## src/rtl/except_unit_pkg.sv

```systemverilog
// Shared types and constants for the commit-stage exception controller.
package except_unit_pkg;

  typedef enum logic [1:0] {
    IDLE,
    FLUSH,
    REDIRECT
  } except_state_e;

  localparam logic [11:0] EXC_OFS_REFILL  = 12'h000;
  localparam logic [11:0] EXC_OFS_GENERAL = 12'h180;
  localparam logic [11:0] EXC_OFS_IRQ     = 12'h200;
  localparam logic [31:0] EXC_BEV_BASE    = 32'hbfc00200;

  localparam logic [4:0] EXCCODE_INT  = 5'd0;
  localparam logic [4:0] EXCCODE_TLBL = 5'd2;
  localparam logic [4:0] EXCCODE_TLBS = 5'd3;
  localparam logic [4:0] EXCCODE_SYS  = 5'd8;
  localparam logic [4:0] EXCCODE_OV   = 5'd12;

  typedef struct packed {
    logic        valid;
    logic        eret;
    logic [4:0]  exc_code;
    logic [31:0] extra;
    logic [31:0] pc;
    logic        delayslot;
    logic        tlb_refill;
  } exception_t;

  typedef struct packed {
    exception_t exception;
  } pipe_ex_t;

  typedef struct packed {
    logic bev;
    logic ie;
    logic exl;
    logic erl;
  } status_t;

  typedef struct packed {
    logic iv;
  } cause_t;

  typedef struct packed {
    status_t     status;
    cause_t      cause;
    logic [31:0] epc;
    logic [31:0] error_epc;
    logic [31:0] ebase;
  } cp0_regs_t;

  typedef struct packed {
    logic        valid;
    logic        eret;
    logic [4:0]  exc_code;
    logic [31:0] extra;
    logic [31:0] pc;
    logic        delayslot;
  } except_req_t;

  function automatic logic is_tlb_code(input logic [4:0] code);
    return (code == EXCCODE_TLBL) || (code == EXCCODE_TLBS);
  endfunction

endpackage

```

## src/rtl/except_vec_calc.sv

```systemverilog
// Combinational exception vector / return address selection.
// Optional TLB refill vector enabled by EXCEPT_TLB_REFILL_EN.
module except_vec_calc
  import except_unit_pkg::*;
(
  input  logic        eret,
  input  logic [4:0]  exc_code,
  input  cp0_regs_t   cp0_regs,
  input  logic        tlb_refill,
  output logic [31:0] vector
);

  logic [11:0] offset;
  logic        unused_bits;

  always_comb begin
    offset = EXC_OFS_GENERAL;
    if ((exc_code == EXCCODE_INT) && cp0_regs.cause.iv && !cp0_regs.status.exl)
      offset = EXC_OFS_IRQ;
`ifdef EXCEPT_TLB_REFILL_EN
    else if (tlb_refill && is_tlb_code(exc_code) && !cp0_regs.status.exl)
      offset = EXC_OFS_REFILL;
`endif

    if (eret)
      vector = cp0_regs.status.erl ? cp0_regs.error_epc : cp0_regs.epc;
    else if (cp0_regs.status.bev)
      vector = EXC_BEV_BASE + {20'd0, offset};
    else
      vector = {cp0_regs.ebase[31:12], offset};
  end

`ifdef EXCEPT_TLB_REFILL_EN
  assign unused_bits = ^cp0_regs.ebase[11:0];
`else
  assign unused_bits = ^{cp0_regs.ebase[11:0], tlb_refill};
`endif

endmodule

```

## src/rtl/except_unit.sv

```systemverilog
// Commit-end exception/interrupt controller: pick, report to CP0, flush, redirect fetch.
// Optional TLB refill vector enabled by EXCEPT_TLB_REFILL_EN (see except_vec_calc).
module except_unit
  import except_unit_pkg::*;
#(
  parameter int unsigned N_ISSUE         = 2,
  parameter int unsigned N_IRQ           = 8,
  parameter int unsigned IRQ_SYNC_STAGES = 2,
  parameter int unsigned FLUSH_CYCLES    = 2
) (
  input  logic                     clk,
  input  logic                     rst,
  input  pipe_ex_t [N_ISSUE-1:0]   pipe_ex,
  input  logic [N_ISSUE-1:0]       lane_valid,
  input  cp0_regs_t                cp0_regs,
  input  logic [N_IRQ-1:0]         interrupt_req,
  input  logic                     redirect_ready,
  output except_req_t              except_req,
  output logic                     flush,
  output logic                     redirect_valid,
  output logic [31:0]              redirect_pc,
  output logic                     busy
);

  if (FLUSH_CYCLES < 1) begin : g_flush_cycles_chk
    $error("except_unit: FLUSH_CYCLES must be >= 1");
  end
  if (IRQ_SYNC_STAGES < 1) begin : g_sync_stages_chk
    $error("except_unit: IRQ_SYNC_STAGES must be >= 1");
  end

  localparam int unsigned CNT_W = (FLUSH_CYCLES > 1) ? $clog2(FLUSH_CYCLES) : 1;

  except_state_e    state_q, state_d;
  logic [CNT_W-1:0] cnt_q, cnt_d;

  logic [N_IRQ-1:0] irq_sync_q [IRQ_SYNC_STAGES];
  logic [N_IRQ-1:0] irq_sync;
  logic             irq_take;

  exception_t  sel_ex;
  logic        sel_found;
  logic [31:0] irq_pc;
  logic        irq_pc_found;
  except_req_t cand;
  logic        cand_tlb;
  logic        trigger;
  logic [31:0] vec;

  always_ff @(posedge clk or posedge rst) begin
    if (rst) begin
      for (int unsigned i = 0; i < IRQ_SYNC_STAGES; i++) irq_sync_q[i] <= '0;
    end else begin
      irq_sync_q[0] <= interrupt_req;
      for (int unsigned i = 1; i < IRQ_SYNC_STAGES; i++) irq_sync_q[i] <= irq_sync_q[i-1];
    end
  end

  assign irq_sync = irq_sync_q[IRQ_SYNC_STAGES-1];
  assign irq_take = cp0_regs.status.ie & ~cp0_regs.status.exl & ~cp0_regs.status.erl
                  & (|irq_sync) & (|lane_valid);

  // Oldest lane wins for exceptions; the interrupt reports the oldest live lane's pc.
  always_comb begin
    sel_ex       = '0;
    sel_found    = 1'b0;
    irq_pc       = '0;
    irq_pc_found = 1'b0;
    for (int unsigned i = 0; i < N_ISSUE; i++) begin
      if (!sel_found && (pipe_ex[i].exception.valid || pipe_ex[i].exception.eret)) begin
        sel_found = 1'b1;
        sel_ex    = pipe_ex[i].exception;
      end
      if (!irq_pc_found && lane_valid[i]) begin
        irq_pc_found = 1'b1;
        irq_pc       = pipe_ex[i].exception.pc;
      end
    end
  end

  always_comb begin
    cand     = '0;
    cand_tlb = 1'b0;
    if (irq_take) begin
      cand.valid    = 1'b1;
      cand.exc_code = EXCCODE_INT;
      cand.pc       = irq_pc;
    end else if (sel_found) begin
      cand.valid     = 1'b1;
      cand.eret      = sel_ex.eret & ~sel_ex.valid;
      cand.exc_code  = sel_ex.exc_code;
      cand.extra     = sel_ex.extra;
      cand.pc        = sel_ex.pc;
      cand.delayslot = sel_ex.delayslot;
      cand_tlb       = sel_ex.tlb_refill;
    end
  end

  assign trigger = (state_q == IDLE) && cand.valid;

  except_vec_calc u_vec_calc (
    .eret       (cand.eret),
    .exc_code   (cand.exc_code),
    .cp0_regs   (cp0_regs),
    .tlb_refill (cand_tlb),
    .vector     (vec)
  );

  always_comb begin
    state_d = state_q;
    cnt_d   = cnt_q;
    unique case (state_q)
      IDLE: begin
        if (trigger) begin
          state_d = FLUSH;
          cnt_d   = CNT_W'(FLUSH_CYCLES - 1);
        end
      end
      FLUSH: begin
        if (cnt_q == '0) state_d = REDIRECT;
        else             cnt_d   = cnt_q - 1'b1;
      end
      REDIRECT: begin
        if (redirect_ready) state_d = IDLE;
      end
      default: state_d = IDLE;
    endcase
  end

  always_ff @(posedge clk or posedge rst) begin
    if (rst) begin
      state_q     <= IDLE;
      cnt_q       <= '0;
      except_req  <= '0;
      redirect_pc <= '0;
    end else begin
      state_q          <= state_d;
      cnt_q            <= cnt_d;
      except_req.valid <= 1'b0;
      if (trigger) begin
        except_req  <= cand;
        redirect_pc <= vec;
      end
    end
  end

  always_comb begin
    flush          = (state_q == FLUSH);
    redirect_valid = (state_q == REDIRECT);
    busy           = (state_q != IDLE);
  end

endmodule

```

## config.mk

```make
export PLATFORM = sky130hd
export DESIGN_NAME = except_unit
export DESIGN_NICKNAME = d
export VERILOG_FILES = /design/src/rtl/except_unit_pkg.sv /design/src/rtl/except_vec_calc.sv /design/src/rtl/except_unit.sv
export SDC_FILE = /design/constraint.sdc
export NUM_CORES = 1
export LEC_CHECK = 0
export BUFFER_PORTS_ARGS = -buffer_cell sky130_fd_sc_hd__buf_2
export CAP_MARGIN = 40
export CORE_AREA = 2 2 141 143
export DETAILED_ROUTE_END_ITERATION = 8
export DIE_AREA = 0 0 143 145
export SYNTH_ARGS = -nofsm -noshare
export SYNTH_HDL_FRONTEND = slang
export SYNTH_SLANG_ARGS = --single-unit
```

## constraint.sdc

```tcl
create_clock -name clk -period 4.7 [get_ports clk]
set_input_delay 0.235 -clock clk [delete_from_list [all_inputs] [get_ports clk]]
set_output_delay 0.235 -clock clk [all_outputs]
set_load 0.1 [all_outputs]
```

### Word level (Yosys, flattened, before mapping)

Cells that the tools add are included.

| cells by class | value |
|---|---|
| mux-type cells | 26 |
| bitwise gates (word level) | 8 |
| add/subtract/negate cells | 2 |
| reductions and logical operators | 18 |
| eq/ne operators | 5 |

Operators by type and width:

| operator | number |
|---|---|
| $mux W32 | 7 |
| $mux W73 | 2 |
| $mux W72 | 2 |
| $add A32 B10 Y32 const A | 1 |
| $mux W10 | 1 |
| $mux W1 | 8 |
| $reduce_or A8 Y1 | 1 |
| $mux W2 | 3 |
| $ne A2 B2 Y1 const B | 3 |
| $pmux W2 S3 | 1 |
| $and A1 B1 Y1 | 5 |
| $logic_and A1 B1 Y1 | 5 |
| $logic_not A5 Y1 | 1 |
| $mux W5 | 1 |
| $reduce_bool A2 Y1 | 2 |
| $logic_not A1 Y1 | 3 |
| $not A1 Y1 | 3 |
| $reduce_and A3 Y1 | 1 |
| $eq A2 B1 Y1 const B | 1 |
| $eq A2 B2 Y1 const B | 1 |
| $logic_not A2 Y1 | 1 |
| $logic_or A1 B1 Y1 | 2 |
| $pmux W1 S2 | 1 |
| $reduce_and A2 Y1 | 1 |
| other kinds (2) | 2 |

| word-level totals | value |
|---|---|
| output and inout bits | 107 |
| register bits | 123 |
| word-level logic and storage cells | 70 |
| input bits | 260 |

### Longest topological paths before layout

Gate-level depths: netlist of the first run.

| logic depth | value |
|---|---|
| depth in word-level cells | 16 |
| mapped depth | 9 |

### Hierarchy

A second synthesis of the first run with hierarchy kept.

| unflattened totals | value |
|---|---|
| cell total of the unflattened synthesis | 566 |
| area, all modules | 6,441.2 um2 |

Modules (own cells, without submodules):

| module | seq. area each (um2) | instances | area each (um2) | cells each |
|---|---|---|---|---|
| except_unit | 3,078.0 | 1 | 5,686.7 | 484 |
| except_vec_calc | 0.0 | 1 | 754.5 | 82 |

### Worst setup path after synthesis of the first run

OpenSTA, ideal clock, no wires.

| path | value |
|---|---|
| path kind | reg2reg |
| from | register state_q[0] |
| to | register redirect_pc[0] |
| period minus slack after synthesis | 2.144 ns |
| stages on the path, launching flop included | 8 |
| buffers on the path | 2 |
| arrival time | 2.067 ns |
| setup slack | 2.556 ns |
| cell sequence | dfrtp_1 -> or2_1 -> a21o_1 -> o21bai_1 -> buf_4 -> nand2b_1 -> buf_2 -> o21ai_1 |

| between the ends | value |
|---|---|
| longest elaborated chain between the ends | 2 |

Ends and longest elaborated chain:

| item | line | source |
|---|---|---|
| start: declaration | except_unit.sv:34 | `except_state_e state_q, state_d;` |
| start signal: assignment | except_unit.sv:137 | `state_q <= state_d;` |
| $logic_not A2 Y1 | except_unit.sv:99 | `assign trigger = (state_q == IDLE) && cand.valid;` |
| $logic_and A1 B1 Y1 | except_unit.sv:99 |  |
| end signal: assignment | except_unit.sv:142 | `redirect_pc <= vec;` |
| end: declaration | except_unit.sv:21 | `output logic [31:0] redirect_pc,` |

No other way between the ends.
A chain may end at the register's enable or synchronous reset.

### Worst setup path in the final report of the first run

| path | value |
|---|---|
| from | register irq_sync_q, in the netlist irq_sync[5] |
| to | register redirect_pc[13] |

| between the ends | value |
|---|---|
| longest elaborated chain between the ends | 11 |

Ends and longest elaborated chain:

| item | line | source |
|---|---|---|
| start: declaration | except_unit.sv:37 | `logic [N_IRQ-1:0] irq_sync_q [IRQ_SYNC_STAGES];` |
| $reduce_or A8 Y1 * | except_unit.sv:61 | `& (\|irq_sync) & (\|lane_valid);` |
| $and A1 B1 Y1 * (2 in series) | except_unit.sv:61 |  |
| $mux W5 | except_unit.sv:84 | `if (irq_take) begin` |
| $logic_not A5 Y1 | except_vec_calc.sv:18 | `if ((exc_code == EXCCODE_INT) && cp0_regs.cause.iv && !cp0_regs.status.exl)` |
| $logic_and A1 B1 Y1 (2 in series) | except_vec_calc.sv:18 |  |
| $mux W10 | except_vec_calc.sv:18 |  |
| $add A32 B10 Y32 | except_vec_calc.sv:28 | `vector = EXC_BEV_BASE + {20'd0, offset};` |
| $mux W32 | except_vec_calc.sv:27 | `else if (cp0_regs.status.bev)` |
| $mux W32 | except_vec_calc.sv:25 | `if (eret)` |

Mark *: on every way between the ends. The rest lies on a longest branch, timed or not.

==> out/qor.csv, run 1 <==
stage;metric;value;unit
die;dieArea;0.0207;mm2
global_route;grt_pass1_vias;6286;
route;drt_iter0_markers;251;
route;wl;21.9;mm
sta;layout_setup_ws;1.78;ns
setup_path;worst_path_max_delay_cell;o31a_2;
global_route;grt_antenna_before_repair;3;
flow_run;cap_violations;0;
synthesis;synth.avg_cell_area;9.74;um2
sta;setup_tns;0;ns
die;dieWidth;143;um
setup_path;worstRegToRegCells;8;
placement;post_dp_cell_area;0.00819;mm2
route;via_per_inst;5.10;
setup_path;rr_endpoint;redirect_pc[13]$_DFFE_PP0P_;
route;wl_met3;1.77;mm
sta;worst_pin_slew;0.850;ns
setup_path;end_kind;flip-flop;
layout;layout.nets;1229;
sta;relSlewSlack;0.433;
route;ant_nets;0;
die;pin_count;367;
placement;pre_cts_slack;1.79;ns
setup_path;worstSetupPathDepth;8;
layout;area_growth;42.2;%
cts;hold_buffers;9;
setup_path;crit_type;flip-flop to flip-flop;
route;drt-met1-wl;9.00;mm
worst_hold_path;hold_class;input pin to flip-flop;
pwr;vdd_drop_max;0.435;mV
setup_path;rr_startpoint;irq_sync[5]$_DFF_PP0_;
global_route;grt_pass1_wl;34.1;mm
cts;cts_resized;0;
synthesis;synth_edf_count;0;
setup_path;r2r_slack;1.78;ns
layout;fin_area;0.00887;mm2
setup_path;critPathBufInv;3;
sta;rsz0062_at_grt;false;
sta;fmax;343;MHz
placement;hpwl;15.5;mm
pwr;p_per_area;890;mW/mm2
pwr;p_seq_frac;0.218;
pwr;p_sw;4.85;mW
setup_path;critPathMostFrequentCell;buf_4;
cts;clock-sinks;123;
setup_path;crit_chain;nor4_1 -> a2111o_1 -> buf_4 -> o31a_2 -> buf_16 -> buf_4 -> nand2_1 -> o211ai_1;
layout;fill_cells;1889;
synthesis;ys_seq_area_frac;0.494;
setup_path;crit_end;redirect_pc[13]$_DFFE_PP0P_;
route;drt_pass1_iterations;5;
sta;hold_viol;0;
pwr;comb_power_share;0.618;
die;rows;51;
die;core-area;0.0192;mm2
outcome;outcome;complete, no violations;
global_route;grt_overflow;0;
route;wl_per_cell;17.6;um
route;highest_layer;met5;
synthesis;yosys_register_bits;123;
sta;whs;0.0746;ns
cts;cts_setup_buffers;0;
sta;skew;0.00804;ns
route;vias;6354;
sta;fin_crit;2.92;ns
route;drc;0;
cts;numCtsBuffers;17;
synthesis;synthDistinctLibCells;43;
setup_path;cp_top_family;buffers and inverters;
pwr;pwr-share-clk;0.164;
layout;drive_above_1_share;0.418;
global_route;grt_max_degree;72;
synthesis;yosysWarnings;0;
setup_path;critPathMaxStageDelay;0.51;ns
cts;root_buffer;clkbuf_16;
route;wl_met2;10.7;mm
cts;cts_tree;built;
synthesis;syn-num-nets;901;
pwr;swShare;0.614;
sta;slew_viol_final;0;
placement;place_congestion;0.774;
die;start_util;0.325;
setup_path;start_kind;flip-flop;
cts;ctsHtreeMaxLevel;4;
pwr;power;7.89;mW
synthesis;async_reset_ff_frac;1.00;
cts;clock_path_buffers;2;
placement;io_buffer_count;352;
setup_path;startpoint;irq_sync[5]$_DFF_PP0_;
synthesis;syn_area;0.00623;mm2
global_route;track_usage;0.209;
synthesis;synth_cells;640;
setup_path;required;5.02;ns
sta;finalSetupViolCount;0;
synthesis;synth-main-ff-cell;dfrtp_1;
sta;timing.final.crit_share;0.621;
die;die_h;145;um
setup_path;worstPathMaxFanout;47;
setup_path;cp.arrival;3.24;ns
cts;clk_pin_slew_worst_paths;0.06;ns
pwr;total_leakage_power;4.35;nW
pwr;p_int;3.04;mW
cts;clock_latency;0.42;ns
## cells in the final DEF (no fill, tap or decap), types with 2 or more instances in the layout
cell           Yosys  layout
a211oi_1          11      11
nor2_4             1       2
a21oi_1            2       2
buf_12             0       2
mux2_2             2       2
clkinv_4           0       6
mux2i_1           19      19
nor3b_1            7       7
o31ai_1           43      43
buf_2             24     352
nor4_1             2       2
nor3_1            43      43
clkbuf_16          0      17
dlygate4sd3_1      0       9
dfrtp_1          123     123
inv_1              5       4
o22a_1             7       7
inv_6              0       5
o21ai_1           46      46
a22oi_1           38      38
nand2_1           98      98
nand3_1            4       4
nand2b_1           4       4
buf_4              3      12
inv_8              0       2
nor2_1             6       6
nor2b_1           14      13
a22o_1            32      32
o21ai_0           16      16
a32oi_1            3       3
a221oi_1          32      32
## synthesized netlist by cell type (all sizes together) (6+ instances only)
cell type | n | area [um2]
nor2b | 14 | 87.6
nand2 | 98 | 368
mux2i | 19 | 190
a211oi | 11 | 82.6
nor3b | 7 | 52.6
o31ai | 43 | 323
clkbuf | 35 | 131
nor2 | 8 | 40.0
o22a | 7 | 61.3
a221oi | 32 | 280
buf | 32 | 191
o21ai | 62 | 310
a22oi | 38 | 285
dfrtp | 123 | 3080
nor3 | 43 | 215
a22o | 32 | 280
inv | 6 | 22.5
## how the worst min path moves through the flow
stage          cells after the start             start                           to  slack [ns]
3_5_place_dp                       2               rst   except_req[47]$_DFFE_PP0P_        0.23
2_1_floorplan                      0  interrupt_req[2]     irq_sync_q[10]$_DFF_PP0_        0.27
5_1_grt                            3      cp0_regs[19]  redirect_pc[19]$_DFFE_PP0P_        0.08
6_report                           3      cp0_regs[20]  redirect_pc[20]$_DFFE_PP0P_        0.07
3_3_place_gp                       2               rst    except_req[0]$_DFFE_PP0P_        0.23
4_1_cts                            3      cp0_regs[20]  redirect_pc[20]$_DFFE_PP0P_        0.05
## metrics by stage
| step | utilization | cells |
|---|---|---|
| after floorplan | - | 640 |
| after global placement | 0.423 | 1202 |
| after detailed placement | 0.426 | 1205 |
| after CTS | 0.461 | 1246 |
| after global routing | 0.462 | 1247 |
| final | 0.462 | 1247 |
## registers in the layout (all words and copies together), names as in the netlist
register and count:
irq_sync 8, redirect_pc 32, except_req 72, cnt_q 1, state_q 2, irq_sync_q 8
## power groups by stage
stage	combinational, mW	sequential, mW	clock, mW
CTS	4.91	1.72	1.34
floorplan	1.01	4.74	0
global route	5.09	1.77	1.38
detailed placement	4.91	1.73	0
global placement	4.85	1.72	0
finish	4.88	1.72	1.30
## kinds of logic after synthesis
kind of cell / Yosys count / synth area share
simple gates: 183 / 0.135
compound gates: 239 / 0.280
fa+ha+maj: 1 / 0.00201
mux: 21 / 0.0341
flops: 123 / 0.494
buf+inv: 73 / 0.0554
## tightest hold or removal path, delay by kind of cell
kind            cells  cell delay (ns)
compound gates      2             0.14
buf+inv             1             0.08
## final cells by class
type / instances / area (um2) / share of cell area
Sequential cell: 123 / 3080 / 0.347
Multi-Input combinational cell: 444 / 2830 / 0.319
Timing Repair Buffer: 376 / 2010 / 0.227
Clock buffer: 18 / 439 / 0.0495
Tap cell: 265 / 332 / 0.0374
Clock inverter: 14 / 149 / 0.0168
Inverter: 6 / 25.0 / 0.00282
Antenna cell: 1 / 2.50 / 0.000282
## per-layer routing
| metal | vias up | GRT usage |
|---|---|---|
| met4 | 2 | 0.0678 |
| li1 | 3064 | - |
| met1 | 2992 | 0.261 |
| met2 | 263 | 0.346 |
| met5 | - | 0 |
| met3 | 33 | 0.0624 |
Note: power is estimated with default switching activity, not from simulation.
==> run 2: changes to the inputs <==
Clock period 4.7 ns to 2.7 ns, I/O delays scaled along.
==> out/qor.csv, run 2 (synthesis gave the netlist of run 1 again) <==
stage;metric;value;unit
setup_path;worstPathMaxFanout;32;
route;vias;6583;
die;dieArea;0.0207;mm2
cts;clock-sinks;123;
setup_path;rr_endpoint;except_req[28]$_DFFE_PP0P_;
layout;largestRegisters;except_req x72, redirect_pc x32;
placement;pre_cts_slack;0.361;ns
sta;worst_pin_slew;0.847;ns
setup_path;crit_chain;nor4_1 -> a2111o_1 -> buf_4 -> nor2_4 -> a221oi_1 -> o31ai_1;
setup_path;start_kind;flip-flop;
sta;finalSetupViolCount;0;
worst_hold_path;hold_end;except_req[47]$_DFFE_PP0P_;
route;wl_per_cell;17.5;um
worst_hold_path;hold_depth;3;
route;wl;22.4;mm
setup_path;worst_path_max_delay_cell;nor2_4;
setup_path;crit_type;flip-flop to flip-flop;
global_route;grt_max_degree;114;
layout;fill_cells;1891;
layout;layout.nets;1262;
cts;clock_path_buffers;2;
layout;regMostFlops;except_req;
cts;root_buffer;clkbuf_16;
pwr;power;13.8;mW
worst_hold_path;hold_class;input pin to flip-flop;
layout;drive_above_1_share;0.404;
die;core-area;0.0192;mm2
setup_path;startpoint;irq_sync[0]$_DFF_PP0_;
pwr;p_per_area;1500;mW/mm2
layout;area_growth;47.3;%
pwr;vdd_drop_max;0.763;mV
setup_path;required;3.02;ns
setup_path;critPathMaxStageDelay;0.63;ns
global_route;track_usage;0.213;
sta;rsz0062_at_grt;false;
cts;numCtsBuffers;17;
placement;hpwl;15.4;mm
global_route;grt_pass1_vias;6589;
sta;skew;0.00847;ns
setup_path;r2r_slack;0.39;ns
cts;clock_latency;0.41;ns
outcome;outcome;complete, no violations;
cts;cts_tree;built;
sta;layout_setup_ws;0.394;ns
setup_path;rr_startpoint;irq_sync[0]$_DFF_PP0_;
route;drc;0;
placement;post_dp_cell_area;0.00818;mm2
route;drt_iter0_markers;283;
sta;hold_viol;0;
cts;cts_resized;0;
setup_path;worstRegToRegCells;6;
die;dieWidth;143;um
layout;largest_register_ffs;72;
cts;ctsHtreeMaxLevel;4;
pwr;total_leakage_power;4.46;nW
die;pin_count;367;
sta;relSlewSlack;0.434;
layout;mostFrequentLayoutCells;buf_2 (352), dfrtp_1 (123), nand2_1 (98);
sta;fmax;434;MHz
layout;fin_area;0.00918;mm2
sta;timing.final.crit_share;0.854;
sta;fin_crit;2.31;ns
route;via_per_inst;5.14;
die;rows;51;
global_route;grt_pass1_wl;34.7;mm
placement;dp.cells;1205;
sta;setup_tns;0;ns
worst_hold_path;min_from;pipe_ex[48];
die;start_util;0.325;
global_route;grt_antenna_before_repair;2;
placement;io_buffer_count;352;
sta;slew_viol_final;0;
placement;place_congestion;0.806;
setup_path;end_kind;flip-flop;
route;ant_nets;0;
layout;finalNonFillerCells;1281;
global_route;grt_overflow;0;
die;die_h;145;um
layout;layout_commonest_cell;buf_2;
setup_path;cp.arrival;2.63;ns
cts;clk_pin_slew_worst_paths;0.06;ns
flow_run;cap_violations;0;
route;drt_pass1_iterations;4;
## run 2: cell types whose count changed in the layout (fill, tap and decap cells not counted)
cell           change
inv_4              -1
clkinv_4           -4
dlygate4sd3_1     +33
clkbuf_8           -1
diode_2            +1
clkinvlp_4         +3
inv_6              +2
buf_12             +1
buf_16             -1
clkinv_2           +1
## run 2: area by class of cell
type	instances	area, um2	area share
flip-flops and latches	123	3080	0.335
multi-input cells	444	2830	0.308
repair buffers	409	2330	0.254
clock buffers	17	425	0.0463
well taps	265	332	0.0361
clock inverters	15	151	0.0165
inverters	6	26.3	0.00286
diodes	2	5.00	0.000545
## run 2: power breakdown
part / leakage, nW / switching [mW] / internal, mW
clock network: 0.280 / 0.937 / 1.30
logic: 2.66 / 7.14 / 1.38
registers: 1.52 / 0.387 / 2.62
total: 4.46 / 8.47 / 5.30
## run 2: timing repair
item	in CTS	in global routing
hold endpoints to repair	41	0
hold buffers	42	0
setup buffers	0	0
## run 2: critical path, delay by kind of cell, from the launching register on
family | cells | cell delay, ns
AND/OR/NAND/NOR | 2 | 0.68
AO/OA/AOI/OAI | 3 | 0.96
flip-flops | 1 | 0.33
buffers and inverters | 1 | 0.21
## run 2: worst max-delay path by stage
| stage | endpoint | slack [ns] | cells after the start |
|---|---|---|---|
| after detailed placement | except_req[18]$_DFFE_PP0P_ | 0.36 | 6 |
| after global placement | except_req[28]$_DFFE_PP0P_ | 0.40 | 6 |
| after floorplan | redirect_pc[0]$_DFFE_PP0P_ | 0.56 | 7 |
| final | except_req[28]$_DFFE_PP0P_ | 0.39 | 6 |
| after CTS | except_req[24]$_DFFE_PP0P_ | 0.36 | 6 |
| after global routing | except_req[7]$_DFFE_PP0P_ | 0.16 | 6 |
## run 2: stage by stage
step | utilization | hold WS [ns]
detailed placement | 0.426 | 0.107
floorplan | - | 0.166
CTS | 0.478 | 0.00110
global route | 0.478 | 0.00257
finish | 0.478 | 0.0167
global placement | 0.426 | 0.0965
## run 2: per-layer routing
layer,routed length (um),part of all wire,global-route usage
met1,9310,0.42,0.264
met2,10900,0.49,0.355
met3,1560,0.070,0.0554
met4,564,0.025,0.0807
met5,0,0,0
==> run 3: changes to the inputs <==
==> constraint.sdc (replaced) <==
create_clock -name clk -period 2.7 [get_ports clk]
set_input_delay 0.54 -clock clk [delete_from_list [all_inputs] [get_ports clk]]
set_output_delay 0.54 -clock clk [all_outputs]
set_load 0.1 [all_outputs]
==> out/qor.csv, run 3 (synthesis gave the netlist of run 1 again) <==
stage;metric;value;unit
setup_path;startpoint;irq_sync[3]$_DFF_PP0_;
sta;rsz0062_at_grt;false;
global_route;track_usage;0.207;
pwr;power;13.7;mW
placement;post_dp_cell_area;0.00825;mm2
global_route;grt_antenna_before_repair;0;
sta;timing.final.crit_share;0.773;
setup_path;required;3.01;ns
pwr;p_per_area;1550;mW/mm2
layout;regMostFlops;except_req;
cts;ctsHtreeMaxLevel;4;
outcome;outcome;complete, no violations;
setup_path;critPathBufInv;1;
sta;hold_viol;0;
cts;cts_setup_buffers;0;
route;wl_per_cell;17.5;um
cts;clock-sinks;123;
layout;largest_register_ffs;72;
pwr;vdd_drop_max;0.700;mV
global_route;grt_max_degree;93;
layout;num_antenna_cells;0;
layout;drive_above_1_share;0.425;
cts;hold_buffers;0;
global_route;grt_pass1_wl;33.7;mm
route;ant_nets;0;
placement;io_buffer_count;352;
die;start_util;0.325;
sta;slew_viol_final;0;
die;rows;51;
placement;dp.cells;1210;
flow_run;cap_violations;0;
cts;numCtsBuffers;17;
setup_path;rr_startpoint;irq_sync[3]$_DFF_PP0_;
worst_hold_path;hold_class;input pin to asynchronous set/reset pin;
route;drt_iter0_markers;337;
sta;finalSetupViolCount;0;
layout;mostFrequentLayoutCells;buf_2 (352), dfrtp_1 (123), nand2_1 (98);
layout;area_growth;41.8;%
setup_path;crit_type;flip-flop to flip-flop;
die;dieWidth;143;um
setup_path;r2r_slack;0.61;ns
layout;layout_commonest_cell;buf_2;
die;die_h;145;um
setup_path;cp.arrival;2.40;ns
route;via_per_inst;5.12;
placement;hpwl;15.7;mm
route;drc;0;
layout;fin_area;0.00884;mm2
cts;clk_pin_slew_worst_paths;0.07;ns
sta;fmax;479;MHz
route;vias;6353;
route;drt_pass1_iterations;4;
cts;cts_resized;0;
layout;layout.nets;1225;
cts;cts_tree;built;
setup_path;worst_path_max_delay_cell;a2111o_1;
sta;whs;0.225;ns
cts;root_buffer;clkbuf_16;
sta;layout_setup_ws;0.612;ns
route;wl;21.7;mm
placement;pre_cts_slack;0.287;ns
route;wl_met3;1.72;mm
die;core-area;0.0192;mm2
sta;fin_crit;2.09;ns
layout;finalNonFillerCells;1242;
setup_path;critPathMaxStageDelay;0.55;ns
global_route;grt_overflow;0;
route;wl_met2;10.5;mm
setup_path;crit_chain;nor4_1 -> a2111o_1 -> o31a_2 -> buf_12 -> o31ai_1;
setup_path;worstPathMaxFanout;92;
route;highest_layer;met4;
global_route;grt_pass1_vias;6201;
die;pin_count;367;
sta;setup_tns;0;ns
sta;skew;0.0113;ns
setup_path;end_kind;flip-flop;
layout;largestRegisters;except_req x72, redirect_pc x32;
placement;place_congestion;0.807;
route;drt-met1-wl;9.05;mm
sta;worst_pin_slew;0.677;ns
cts;clock_latency;0.41;ns
setup_path;cp_top_family;compound AO/OA/AOI/OAI gates;
setup_path;start_kind;flip-flop;
die;dieArea;0.0207;mm2
pwr;total_leakage_power;4.33;nW
sta;relSlewSlack;0.548;
cts;clock_path_buffers;2;
layout;fin_util;0.460;
==> run 3: cell count changes in the layout (fill, tap and decap cells not counted), sizes merged <==
cell	before	now
buf	367	372
dlygate4sd3	42	0
clkinv	3	2
inv	14	16
diode	2	0
bufinv	1	0
==> run 3: path summary, 6_finish.rpt <==
kind | cells past startpoint | to
worst max-delay path | 5 | except_req[10]$_DFFE_PP0P_
worst min-delay path | 2 | except_req[40]$_DFFE_PP0P_
worst max register to register | 5 | except_req[10]$_DFFE_PP0P_
worst min register to register | 0 | irq_sync[2]$_DFF_PP0_
max in group asynchronous | 3 | except_req[6]$_DFFE_PP0P_
min in group clk | 1 | irq_sync_q[14]$_DFF_PP0_
==> run 3: cell type report <==
cell class	count	area, um2
Fill cell	1889	10400
Clock inverter	15	164
Timing Repair Buffer	372	1990
Tap cell	265	332
Multi-Input combinational cell	444	2830
Clock buffer	17	425
Inverter	6	26.3
Sequential cell	123	3080
==> run 3: report_power, final <==
part,internal (mW),switching (mW),total [mW]
combinational,1.37,7.14,8.51
clock,1.25,0.996,2.24
sequential,2.61,0.382,3.00
total,5.23,8.52,13.7
==> run 3: metal layers <==
layer	GRT usage	vias to the layer above
li1	-	3066
met3	0.0617	24
met1	0.261	3016
met2	0.341	247
met4	0.0609	0
met5	0	-
